[src/rtl/sar_search_ctrl.sv]
// Successive-approximation search controller: drives MSB-first trial values into an
// external magnitude comparator and converges on the target from its gt/eq/lt verdicts.
module sar_search_ctrl #(
  parameter int WIDTH = 8
) (
  input  logic             clk,
  input  logic             rst,
  input  logic             start,
  output logic [WIDTH-1:0] trial,
  output logic             trial_valid,
  input  logic             cmp_valid,
  input  logic             cmp_gt,
  input  logic             cmp_eq,
  input  logic             cmp_lt,
  output logic             busy,
  output logic             done,
  output logic [WIDTH-1:0] result,
  output logic             found,
  output logic             err
);

  localparam int BW = (WIDTH > 2) ? $clog2(WIDTH) : 1;
  localparam logic [WIDTH-1:0] ONE     = WIDTH'(1);
  localparam logic [WIDTH-1:0] MSB     = ONE << (WIDTH - 1);
  localparam logic [BW-1:0]    TOP_BIT = BW'(WIDTH - 1);

  typedef enum logic [1:0] {IDLE, TRY, FIN} state_t;

  state_t           state_q, state_d;
  logic [WIDTH-1:0] trial_q, trial_d;
  logic [WIDTH-1:0] acc_q, acc_d;
  logic [WIDTH-1:0] result_q, result_d;
  logic [BW-1:0]    bit_q, bit_d;
  logic             found_q, found_d;
  logic             err_q, err_d;
  logic             trial_valid_q, trial_valid_d;
  logic             busy_q, busy_d;
  logic             done_q, done_d;

  logic             verdict_ok;
  logic [WIDTH-1:0] next_mask;

  // Exactly one of gt/eq/lt must be asserted for a verdict to be usable.
  assign verdict_ok = (cmp_gt ^ cmp_eq ^ cmp_lt) & ~(cmp_gt & cmp_eq & cmp_lt);
  assign next_mask  = ONE << (bit_q - 1'b1);

  always_comb begin
    state_d  = state_q;
    trial_d  = trial_q;
    acc_d    = acc_q;
    result_d = result_q;
    bit_d    = bit_q;
    found_d  = found_q;
    err_d    = err_q;

    case (state_q)
      IDLE: begin
        if (start) begin
          state_d  = TRY;
          acc_d    = '0;
          bit_d    = TOP_BIT;
          trial_d  = MSB;
          found_d  = 1'b0;
          err_d    = 1'b0;
          result_d = '0;
        end
      end

      TRY: begin
        if (cmp_valid) begin
          if (!verdict_ok) begin
            err_d    = 1'b1;
            found_d  = 1'b0;
            result_d = acc_q;
            state_d  = FIN;
          end else if (cmp_eq) begin
            acc_d    = trial_q;
            found_d  = 1'b1;
            result_d = trial_q;
            state_d  = FIN;
          end else begin
            acc_d = cmp_gt ? trial_q : acc_q;
            if (bit_q == '0) begin
              result_d = acc_d;
              state_d  = FIN;
            end else begin
              bit_d   = bit_q - 1'b1;
              trial_d = acc_d | next_mask;
            end
          end
        end
      end

      FIN: begin
        // result is loaded on the way into FIN so it is already valid alongside done.
        state_d = IDLE;
      end

      default: state_d = IDLE;
    endcase

    trial_valid_d = (state_d == TRY);
    busy_d        = (state_d == TRY);
    done_d        = (state_d == FIN);
  end

  always_ff @(posedge clk) begin
    if (rst) begin
      state_q       <= IDLE;
      trial_q       <= '0;
      acc_q         <= '0;
      result_q      <= '0;
      bit_q         <= '0;
      found_q       <= 1'b0;
      err_q         <= 1'b0;
      trial_valid_q <= 1'b0;
      busy_q        <= 1'b0;
      done_q        <= 1'b0;
    end else begin
      state_q       <= state_d;
      trial_q       <= trial_d;
      acc_q         <= acc_d;
      result_q      <= result_d;
      bit_q         <= bit_d;
      found_q       <= found_d;
      err_q         <= err_d;
      trial_valid_q <= trial_valid_d;
      busy_q        <= busy_d;
      done_q        <= done_d;
    end
  end

  assign trial       = trial_q;
  assign trial_valid = trial_valid_q;
  assign busy        = busy_q;
  assign done        = done_q;
  assign result      = result_q;
  assign found       = found_q;
  assign err         = err_q;

endmodule

[config.mk]
export PLATFORM = sky130hd
export DESIGN_NAME = sar_search_ctrl
export DESIGN_NICKNAME = d
export VERILOG_FILES = /design/src/rtl/sar_search_ctrl.sv
export SDC_FILE = /design/constraint.sdc
export NUM_CORES = 1
export LEC_CHECK = 0
export BUFFER_PORTS_ARGS = -buffer_cell sky130_fd_sc_hd__buf_2
export CAP_MARGIN = 20
export CORE_MARGIN = 2
export CORE_UTILIZATION = 34
export CTS_CLUSTER_SIZE = 30
export DETAILED_ROUTE_END_ITERATION = 8
export REMOVE_ABC_BUFFERS = 1
export SYNTH_ARGS = -nofsm -noshare
export SYNTH_HDL_FRONTEND = slang
export SYNTH_SLANG_ARGS = --single-unit
[constraint.sdc]
create_clock -name clk -period 1.64 [get_ports clk]
set_input_delay 0.246 -clock clk [delete_from_list [all_inputs] [get_ports clk]]
set_output_delay 0.246 -clock clk [all_outputs]
set_load 0.05 [all_outputs]
==> flow_metrics.env <==
export IMPL_outcome="complete, no violations"
export IMPL_grt_first_pass_wirelength_um=7576
export IMPL_critPathMaxStageDelay_ns=0.42
export IMPL_worst_setup_path_start_kind="flop"
export IMPL_cp_data_required_time_ns=1.82
export IMPL_cts_tree="done"
export IMPL_post_place_ws_ns=-0.3267
export IMPL_synth_compound_area_frac=0.2983
export IMPL_seq_area_frac_synth=0.3823
export IMPL_grt_max_degree=19
export IMPL_htreeDepth=2
export IMPL_dr_total_vias=1559
export IMPL_cp_depth=5
export IMPL_rsz0062_at_grt="no"
export IMPL_final_common_cell="dfxtp_1"
export IMPL_nNetsFinal=240
export IMPL_num_rows=25
export IMPL_setup_viol=0
export IMPL_clk_pin_slew_ns=0.07
export IMPL_grt_usage=0.1758
export IMPL_ys_flop_type="dfxtp_1"
export IMPL_holdBufCountCts=0
export IMPL_wl_met1_um=2270
export IMPL_wire_per_inst_um=15.47
export IMPL_hpwlAfterDp_um=3226
export IMPL_cts_resized=2
export IMPL_powerDensity_mw_per_mm2=926.2
export IMPL_tightest_slew_ns=0.3848
export IMPL_crit_type="reg2reg"
export IMPL_antenna_left=0
export IMPL_avgSynthCellArea_sq_um=9.707
export IMPL_syn_area_sq_mm=0.001728
export IMPL_routed_wl_um=4533
export IMPL_post_route_period_util=0.9505
export IMPL_cts_setup_buffers=0
export IMPL_crit_path_start="state_q[0]"
export IMPL_drtPass1Iterations=4
export IMPL_wl_met3_um=229
export IMPL_fin_total_pwr_mw=2.014
export IMPL_slowest_stage="dfxtp_1"
export IMPL_async_flop_share=0
export IMPL_cts_made_buffers=5
export IMPL_hold_viol=0
export IMPL_fin_worst_skew_ns=0.005627
export IMPL_r2r_end="acc_q[3]"
export IMPL_io_pins=28
export IMPL_synth_simple_area_share=0.1767
export IMPL_cp_cell_sequence="mux2_2 -> nand2_1 -> nor4_4 -> buf_4 -> a22o_1"
export IMPL_antenna_found_initial=0
export IMPL_p_leak_nw=0.9071
export IMPL_max_clock_path_buffers=2
export IMPL_syn_to_final_growth_pct=25.85
export IMPL_cts_sinks=33
export IMPL_top_layer_used="met4"
export IMPL_crit_arrival_ns=1.74
export IMPL_dieArea_sq_mm=0.005669
export IMPL_worstRegToRegCells=5
export IMPL_start_util=0.3587
export IMPL_coreArea_sq_mm=0.004817
export IMPL_fp_dieW_um=75.29
export IMPL_cts_root_buf="clkbuf_8"
export IMPL_antenna_cells=0
export IMPL_relSlewSlack=0.7425
export IMPL_critical_path_endpoint="acc_q[3]"
export IMPL_critical_path_top_delay_family="flip-flops"
export IMPL_synth_top_family_by_area="compound AO/OA/AOI/OAI gates"
export IMPL_final_cell_mix="dfxtp_1 (32), buf_2 (27), buf_4 (20)"
export IMPL_synth_seq_cells=33
export IMPL_drv_slew=0
export IMPL_route_detailed_drc=0
export IMPL_layout_setup_ws_ns=0.08117
export IMPL_worstHoldPathType="in2reg"
export IMPL_cap_viol_max_count=0
export IMPL_die_h_um=75.29
export IMPL_syn_inst=178
export IMPL_reg2reg_from="state_q[0]"
export IMPL_grt_pass1_vias=1548
export IMPL_yosysWarnings=0
export IMPL_grt_overflow_total=0
export IMPL_clock_fmax_ghz=0.6415
export IMPL_routabilityCongestion=0.8487
export IMPL_ys_types=44
export IMPL_synth_adder_area_share=0.05793
export IMPL_portBuffers=27
export IMPL_cp_num_buf_inv=1
export IMPL_clk_latency_ns=0.29
export IMPL_end_kind="flop"
export IMPL_finalCriticalPeriod_ns=1.559
export IMPL_path_max_fanout=8
export IMPL_layout_drive_gt1_share=0.3142
export IMPL_synth_xor_area_frac=0
export IMPL_vdd_ir_drop_max_mv=0.4057
export IMPL_synth_mux_area_fraction=0.02390
export IMPL_met2WireLength_um=1970
export IMPL_synth_edf_count=0
export IMPL_holdWs_ns=0.3004
export IMPL_reg2reg_slack_ns=0.08
export IMPL_drt_iter0_markers=78
export IMPL_routed_via_density=5.321
[power by group]
group	switching, mW	total (mW)	internal, mW	leakage, nW
clock network	0.311	0.603	0.293	0.0439
logic	0.341	0.540	0.199	0.593
registers	0.0277	0.870	0.843	0.270
total	0.680	2.01	1.33	0.907
[cells by family (layout without fill, tap and decap cells)]
kind of cell | count (synthesis) | after routing
flops | 33 | 33
buf+inv | 19 | 67
compound gates | 63 | 63
fa+ha+maj | 8 | 8
mux | 4 | 4
simple gates | 51 | 51
[per-layer routing]
| metal | track usage | vias to the layer above |
|---|---|---|
| met4 | 0.05848 | 0 |
| met5 | 0 | - |
| li1 | - | 785 |
| met3 | 0.04101 | 6 |
| met1 | 0.2609 | 730 |
| met2 | 0.2493 | 38 |
[synthesized netlist by cell type, types with 2 or more instances]
library cell,instances,share of area
o221ai_1,8,0.041
or3b_4,2,0.013
nand2b_1,4,0.014
nand4_1,4,0.014
and3_1,2,0.0072
a211oi_1,2,0.0087
nor2b_1,8,0.029
nand3_1,7,0.020
dfxtp_1,33,0.38
a221oi_1,2,0.010
a21oi_1,3,0.0087
a31oi_1,11,0.040
clkbuf_1,2,0.0043
a22o_1,9,0.046
o22ai_1,3,0.011
nor3_1,2,0.0058
nor2_1,5,0.011
nand2_1,9,0.020
mux2i_1,3,0.017
buf_6,2,0.013
a221o_1,3,0.017
o211ai_1,5,0.022
nor3b_1,2,0.0087
and2b_1,2,0.0087
inv_1,11,0.024
a2bb2oi_1,8,0.041
ha_1,8,0.058
buf_4,2,0.0087
[worst min-delay path by stage]
stage / from / endpoint / slack, ns / cells after the start
6_report: cmp_valid / state_q[0] / 0.30 / 3
3_5_place_dp: err / err / 0.46 / 1
5_1_grt: cmp_valid / state_q[0] / 0.30 / 3
3_3_place_gp: err / err / 0.46 / 1
2_1_floorplan: rst / bit_q[2] / 0.32 / 1
4_1_cts: cmp_valid / state_q[0] / 0.29 / 3
[metrics by stage]
stage / cell area [sq um] / utilization / TNS, ns / instances
floorplan: 1664 / - / -0.8144 / 170
global placement: 2053 / 0.4262 / -6.691 / 285
detailed placement: 2053 / 0.4262 / -7.276 / 285
CTS: 2147 / 0.4457 / 0 / 293
global route: 2175 / 0.4514 / 0 / 293
finish: 2175 / 0.4514 / 0 / 293
[cell type report]
cell class	instances	area [sq um]
Sequential cell	33	661.9
Tap cell	67	83.83
Fill cell	509	2643
Multi-Input combinational cell	126	996.0
Clock inverter	3	17.52
Inverter	11	41.29
Timing Repair Buffer	48	305.3
Clock buffer	5	68.82
[worst register-to-register path, stage by stage (launching register included)]
cell     delay, ns
dfxtp_1       0.42
mux2_2        0.39
nand2_1       0.22
nor4_4        0.07
buf_4         0.17
a22o_1        0.17
[sequential cells by signal (all words and copies together), names as in the netlist]
name and flops:
acc_q 8, result 8, trial 8, bit_q 3, state_q 2, busy 1, done 1, err 1
found 1
No activity file was read; power rests on OpenSTA's default activity.
